--- config.mk ---
export PLATFORM = sky130hd
export DESIGN_NAME = spike_rate_decoder
export DESIGN_NICKNAME = d
export VERILOG_FILES = /design/src/rtl/spike_rate_decoder.sv
export SDC_FILE = /design/constraint.sdc
export NUM_CORES = 1
export LEC_CHECK = 0
export ABC_AREA = 1
export BUFFER_PORTS_ARGS = -buffer_cell sky130_fd_sc_hd__buf_2
export CAP_MARGIN = 10
export CORE_MARGIN = 2
export CORE_UTILIZATION = 63
export DETAILED_ROUTE_END_ITERATION = 10
export PLACE_DENSITY = 0.85
export REMOVE_ABC_BUFFERS = 1
export SYNTH_ARGS = -nofsm -noshare
export SYNTH_HDL_FRONTEND = slang
export SYNTH_SLANG_ARGS = --single-unit
--- constraint.sdc ---
create_clock -name clk -period 9.8 [get_ports clk]
set_input_delay 0.98 -clock clk [delete_from_list [all_inputs] [get_ports clk]]
set_output_delay 0.98 -clock clk [all_outputs]
set_load 0.1 [all_outputs]
--- src/rtl/spike_rate_decoder.sv ---
// spike_rate_decoder
//   Turns spike trains back into numbers. Spikes on NUM_CH channels are counted
//   over a fixed WINDOW of enabled cycles. Each window yields the per-channel
//   counts, the index of the most active channel and a nonzero flag, offered
//   through a valid/ready handshake.
// Ports:
//   clk, reset (async, active-low)
//   enable      : 1 = sample spike_in every edge, 0 = idle and drop partial window
//   spike_in    : one spike flag per channel
//   counts_out  : latched counts, channel i in [i*CNT_W +: CNT_W]
//   winner      : channel with the largest latched count (ties -> lowest index)
//   any_spike   : at least one latched count is nonzero
//   out_valid   : a result is held on the outputs
//   out_ready   : consumer accepts the result
//   overrun     : sticky, an unaccepted result was overwritten

// One channel accumulator. final_cnt already includes this edge's spike, so
// the last-sample edge can latch it directly.
module spike_rate_lane #(
  parameter int CNT_W = 5
) (
  input  logic             clk,
  input  logic             reset,
  input  logic             clear,
  input  logic             spike,
  output logic [CNT_W-1:0] final_cnt
);
  logic [CNT_W-1:0] acc;

  // Saturate at all-ones instead of wrapping.
  assign final_cnt = (spike && (acc != {CNT_W{1'b1}})) ? acc + 1'b1 : acc;

  always_ff @(posedge clk or negedge reset) begin
    if (!reset)      acc <= '0;
    else if (clear)  acc <= '0;
    else             acc <= final_cnt;
  end
endmodule

module spike_rate_decoder #(
  parameter int NUM_CH = 4,
  parameter int CNT_W  = 5,
  parameter int WINDOW = 16,
  parameter int IDX_W  = 2
) (
  input  logic                    clk,
  input  logic                    reset,
  input  logic                    enable,
  input  logic [NUM_CH-1:0]       spike_in,
  output logic [NUM_CH*CNT_W-1:0] counts_out,
  output logic [IDX_W-1:0]        winner,
  output logic                    any_spike,
  output logic                    out_valid,
  input  logic                    out_ready,
  output logic                    overrun
);
  localparam int WCNT_W = $clog2(WINDOW);
  localparam logic [WCNT_W-1:0] LAST_POS = WCNT_W'(WINDOW - 1);

  typedef enum logic {IDLE, ACCUM} state_t;

  typedef struct packed {
    logic [NUM_CH-1:0][CNT_W-1:0] counts;
    logic [IDX_W-1:0]             winner;
    logic                         any;
  } result_t;

  state_t state, state_nxt;
  logic   sample, clear, last;
  logic [WCNT_W-1:0] wcnt;
  logic [NUM_CH-1:0][CNT_W-1:0] fin;
  logic [IDX_W-1:0] best_idx;
  logic [CNT_W-1:0] best_cnt;
  logic             fin_any;
  result_t          res_q;

  assign last = enable && (wcnt == LAST_POS);

  // State register
  always_ff @(posedge clk or negedge reset) begin
    if (!reset) state <= IDLE;
    else        state <= state_nxt;
  end

  // Any disabled edge discards the partial window; an enabled edge samples,
  // and the last sample of a window also clears for back-to-back windows.
  always_comb begin
    state_nxt = state;
    sample    = 1'b0;
    clear     = 1'b1;
    case (state)
      IDLE: begin
        if (enable) begin
          state_nxt = ACCUM;
          sample    = 1'b1;
          clear     = last;
        end
      end
      ACCUM: begin
        if (!enable) begin
          state_nxt = IDLE;
        end else begin
          sample = 1'b1;
          clear  = last;
        end
      end
      default: state_nxt = IDLE;
    endcase
  end

  always_ff @(posedge clk or negedge reset) begin
    if (!reset)                 wcnt <= '0;
    else if (!sample || last)   wcnt <= '0;
    else                        wcnt <= wcnt + 1'b1;
  end

  genvar g;
  generate
    for (g = 0; g < NUM_CH; g++) begin : g_lane
      spike_rate_lane #(.CNT_W(CNT_W)) u_lane (
        .clk       (clk),
        .reset     (reset),
        .clear     (clear),
        .spike     (spike_in[g] & sample),
        .final_cnt (fin[g])
      );
    end
  endgenerate

  // Linear max scan; strict '>' keeps the lowest index on ties.
  always_comb begin
    best_idx = '0;
    best_cnt = fin[0];
    for (int i = 1; i < NUM_CH; i++) begin
      if (fin[i] > best_cnt) begin
        best_cnt = fin[i];
        best_idx = IDX_W'(i);
      end
    end
    fin_any = (fin != '0);
  end

  // A latching edge wins over a transfer on the same edge: valid stays high
  // with fresh data. Overrun only when the held result was not taken.
  always_ff @(posedge clk or negedge reset) begin
    if (!reset) begin
      res_q     <= '0;
      out_valid <= 1'b0;
      overrun   <= 1'b0;
    end else if (last) begin
      res_q     <= '{counts: fin, winner: best_idx, any: fin_any};
      out_valid <= 1'b1;
      if (out_valid && !out_ready) overrun <= 1'b1;
    end else if (out_valid && out_ready) begin
      out_valid <= 1'b0;
    end
  end

  assign counts_out = res_q.counts;
  assign winner     = res_q.winner;
  assign any_spike  = res_q.any;
endmodule

==> impl_metrics.ini <==
[clocking]
root_buffer = clkbuf_8
cts_resized = 0
cts_max_level = 2
postCtsSetupRepairBufs = 0
clockBufferDepth = 2
clock_sinks = 49
insertion_delay_ns = 0.31
cts_buffers = 5
clk_pin_slew_worst_paths_ns = 0.09
cts_tree = built
cts_hold_buffers = 0

[synth]
synth.most_common_cell = nand2_1
synthTopCellsByCount = nand2_1, dfrtp_1, inv_1, nor2_1, o21ai_0
yosysTopAreaCell = dfrtp_1
synth-edff-count = 0
synth_seq_cells = 49
synth_area_per_cell_um2 = 7.99
syn_area_mm2 = 0.00285
yosysUniqueCellTypes = 35
yosysTopAreaCellShare = 0.431
yosysWarnings = 0
synth_cells = 356
yosysSeqAreaShare = 0.431
async_reset_ff_frac = 1.00
ys.flop_type = dfrtp_1
synthTopCellsByArea = dfrtp_1, nand2_1, ha_1

[drt]
vias_per_cell = 5.47
ant_nets = 0
postRouteWirelength_mm = 6.02
first_pass_iters = 5
drc_errors = 0
vias = 2422
wl_per_cell_um = 13.6
drt_iter0_drc = 155

[sta]
setup_viol = 0
relSlewSlack = 0.299
rsz0062_at_grt = false
tns_ns = 0
fin_skew_ns = 0.00847
worst_pin_slew_ns = 1.05
hold_violations = 0
slew_violations = 0
period_share = 0.512
fin_hold_ws_ns = 0.461
max_freq_mhz = 199
layout_min_cycle_time_ns = 5.02

[place]
io_buffers = 32
gp_congestion = 0.902
dp_hpwl_mm = 4.48

[setup_path]
end_kind = flip-flop
crit_top_cell = nand2_1
cp.depth = 32
worstSetupPathType = flip-flop to flip-flop
rr_worst_depth = 32
cp_max_fo = 8
max_stage_delay_ns = 0.43
required_ns = 10.00
slowest_stage = dfrtp_1
startpoint_type = flip-flop
worstPathArrival_ns = 5.22
cpLargestDelayFamily = simple AND/OR/NAND/NOR gates
cp_num_buf_inv = 3

[grt]
grt_use_total = 0.268
grt_pass1_wl_mm = 10.6
grt_overflow = 0
antenna_found_initial = 0
grt_max_degree = 50
grt_pass1_vias = 2396

[layout]
layout.nets = 419
diodes = 0
fillers = 350
area_delta_synth_final_pct = 11.0
layout-drive-gt1-share = 0.176

[die]
dieArea_mm2 = 0.00507
coreArea_mm2 = 0.00435
num_rows = 24
io_pins = 33
dieWidth_um = 71.2
start_util = 0.653
dieHeight_um = 71.2

[power_and_ir_drop]
powerDensity_mw_per_mm2 = 155
vdd_drop_max_mv = 0.154
leakage_nw = 1.70

[hold_path]
hold_path_depth = 1
hp-class = flip-flop to flip-flop

[run]
cap_violations = 0

[outcome]
status = complete, no violations
sequential cells by signal, summed over array words and instances, names as in the netlist:
| name | flops |
|---|---|
| counts_out | 20 |
| g_lane.u_lane.acc | 20 |
| wcnt | 4 |
| winner | 2 |
| any_spike | 1 |
| out_valid | 1 |
| overrun | 1 |
worst register-to-register path, delay by kind of cell (launching register included):
family,cells,cell delay [ns]
adders and majority gates,5,1.36
DFF,1,0.43
AOI/OAI and AO/OA,10,1.38
buffers and inverters,3,0.34
and+or+nand+nor,14,1.40
cells by family after synthesis:
| group | after synthesis | synth area share |
|---|---|---|
| and+or+nand+nor | 186 | 0.298 |
| AOI/OAI and AO/OA | 46 | 0.0888 |
| adders and majority gates | 21 | 0.0923 |
| DFF | 49 | 0.431 |
| buffers and inverters | 45 | 0.0620 |
| xor gates and xnor gates | 9 | 0.0277 |
path summary, 6_finish.rpt:
check,from,to,slack [ns]
min reg2reg,wcnt[0],wcnt[0],0.46
max reg2reg,g_lane[0].u_lane.acc[0],winner[0],4.78
min,wcnt[0],wcnt[0],0.46
max,g_lane[0].u_lane.acc[0],winner[0],4.78
max in group asynchronous,reset,counts_out[11],8.29
min in group asynchronous,reset,wcnt[2],0.85
layout by cell type, fill, tap and decap left out, types with 2 or more instances in the layout:
cell,n
o21ai_2,2
o21ai_0,25
clkinv_2,2
xnor2_1,2
nor3_1,4
o21ai_1,6
nand3_1,15
clkbuf_8,5
ha_1,21
inv_1,34
inv_2,4
nor4_1,2
xor2_1,7
nor2_2,3
nor2_1,34
nand4_1,5
nor2_4,2
a21oi_1,7
buf_2,32
nor3_2,2
nand2_2,5
and2_1,4
or2_2,4
dfrtp_1,49
o21bai_1,2
nand2_1,100
final cells by class:
| cell class | instances | area [µm²] | share of cell area |
|---|---|---|---|
| clock inverter | 3 | 17.5 | 0.00555 |
| inverter | 38 | 143 | 0.0452 |
| multi-input combinational | 262 | 1440 | 0.457 |
| sequential | 49 | 1230 | 0.388 |
| tap | 52 | 65.1 | 0.0206 |
| clock buffer | 5 | 68.8 | 0.0218 |
| timing repair buffer | 34 | 195 | 0.0618 |
per-layer routing:
layer / wire, µm / GRT usage / part of all wire / vias up
li1: - / - / - / 1214
met4: 89 / 0.0818 / 0.015 / 0
met2: 2900 / 0.459 / 0.48 / 66
met3: 279 / 0.0513 / 0.046 / 13
met1: 2750 / 0.344 / 0.46 / 1129
met5: 0 / 0 / 0 / -
report_power, final:
group	switching (mW)	total, mW	internal, mW	leakage, nW
registers	0.00670	0.217	0.210	0.649
clock network	0.0672	0.117	0.0493	0.0439
logic	0.109	0.156	0.0469	1.01
total	0.183	0.490	0.306	1.70
metrics by stage:
stage / utilization / total power, mW / area, µm² / setup WS (ns) / cells
final: 0.725 / 0.490 / 3160 / 4.78 / 443
after floorplan: - / 0.342 / 2810 / 5.25 / 349
after global placement: 0.699 / 0.372 / 3040 / 4.76 / 434
after global routing: 0.725 / 0.521 / 3160 / 4.33 / 443
after CTS: 0.719 / 0.493 / 3130 / 4.77 / 442
after detailed placement: 0.699 / 0.376 / 3040 / 4.53 / 434
Power figures use the tool's default switching activity.
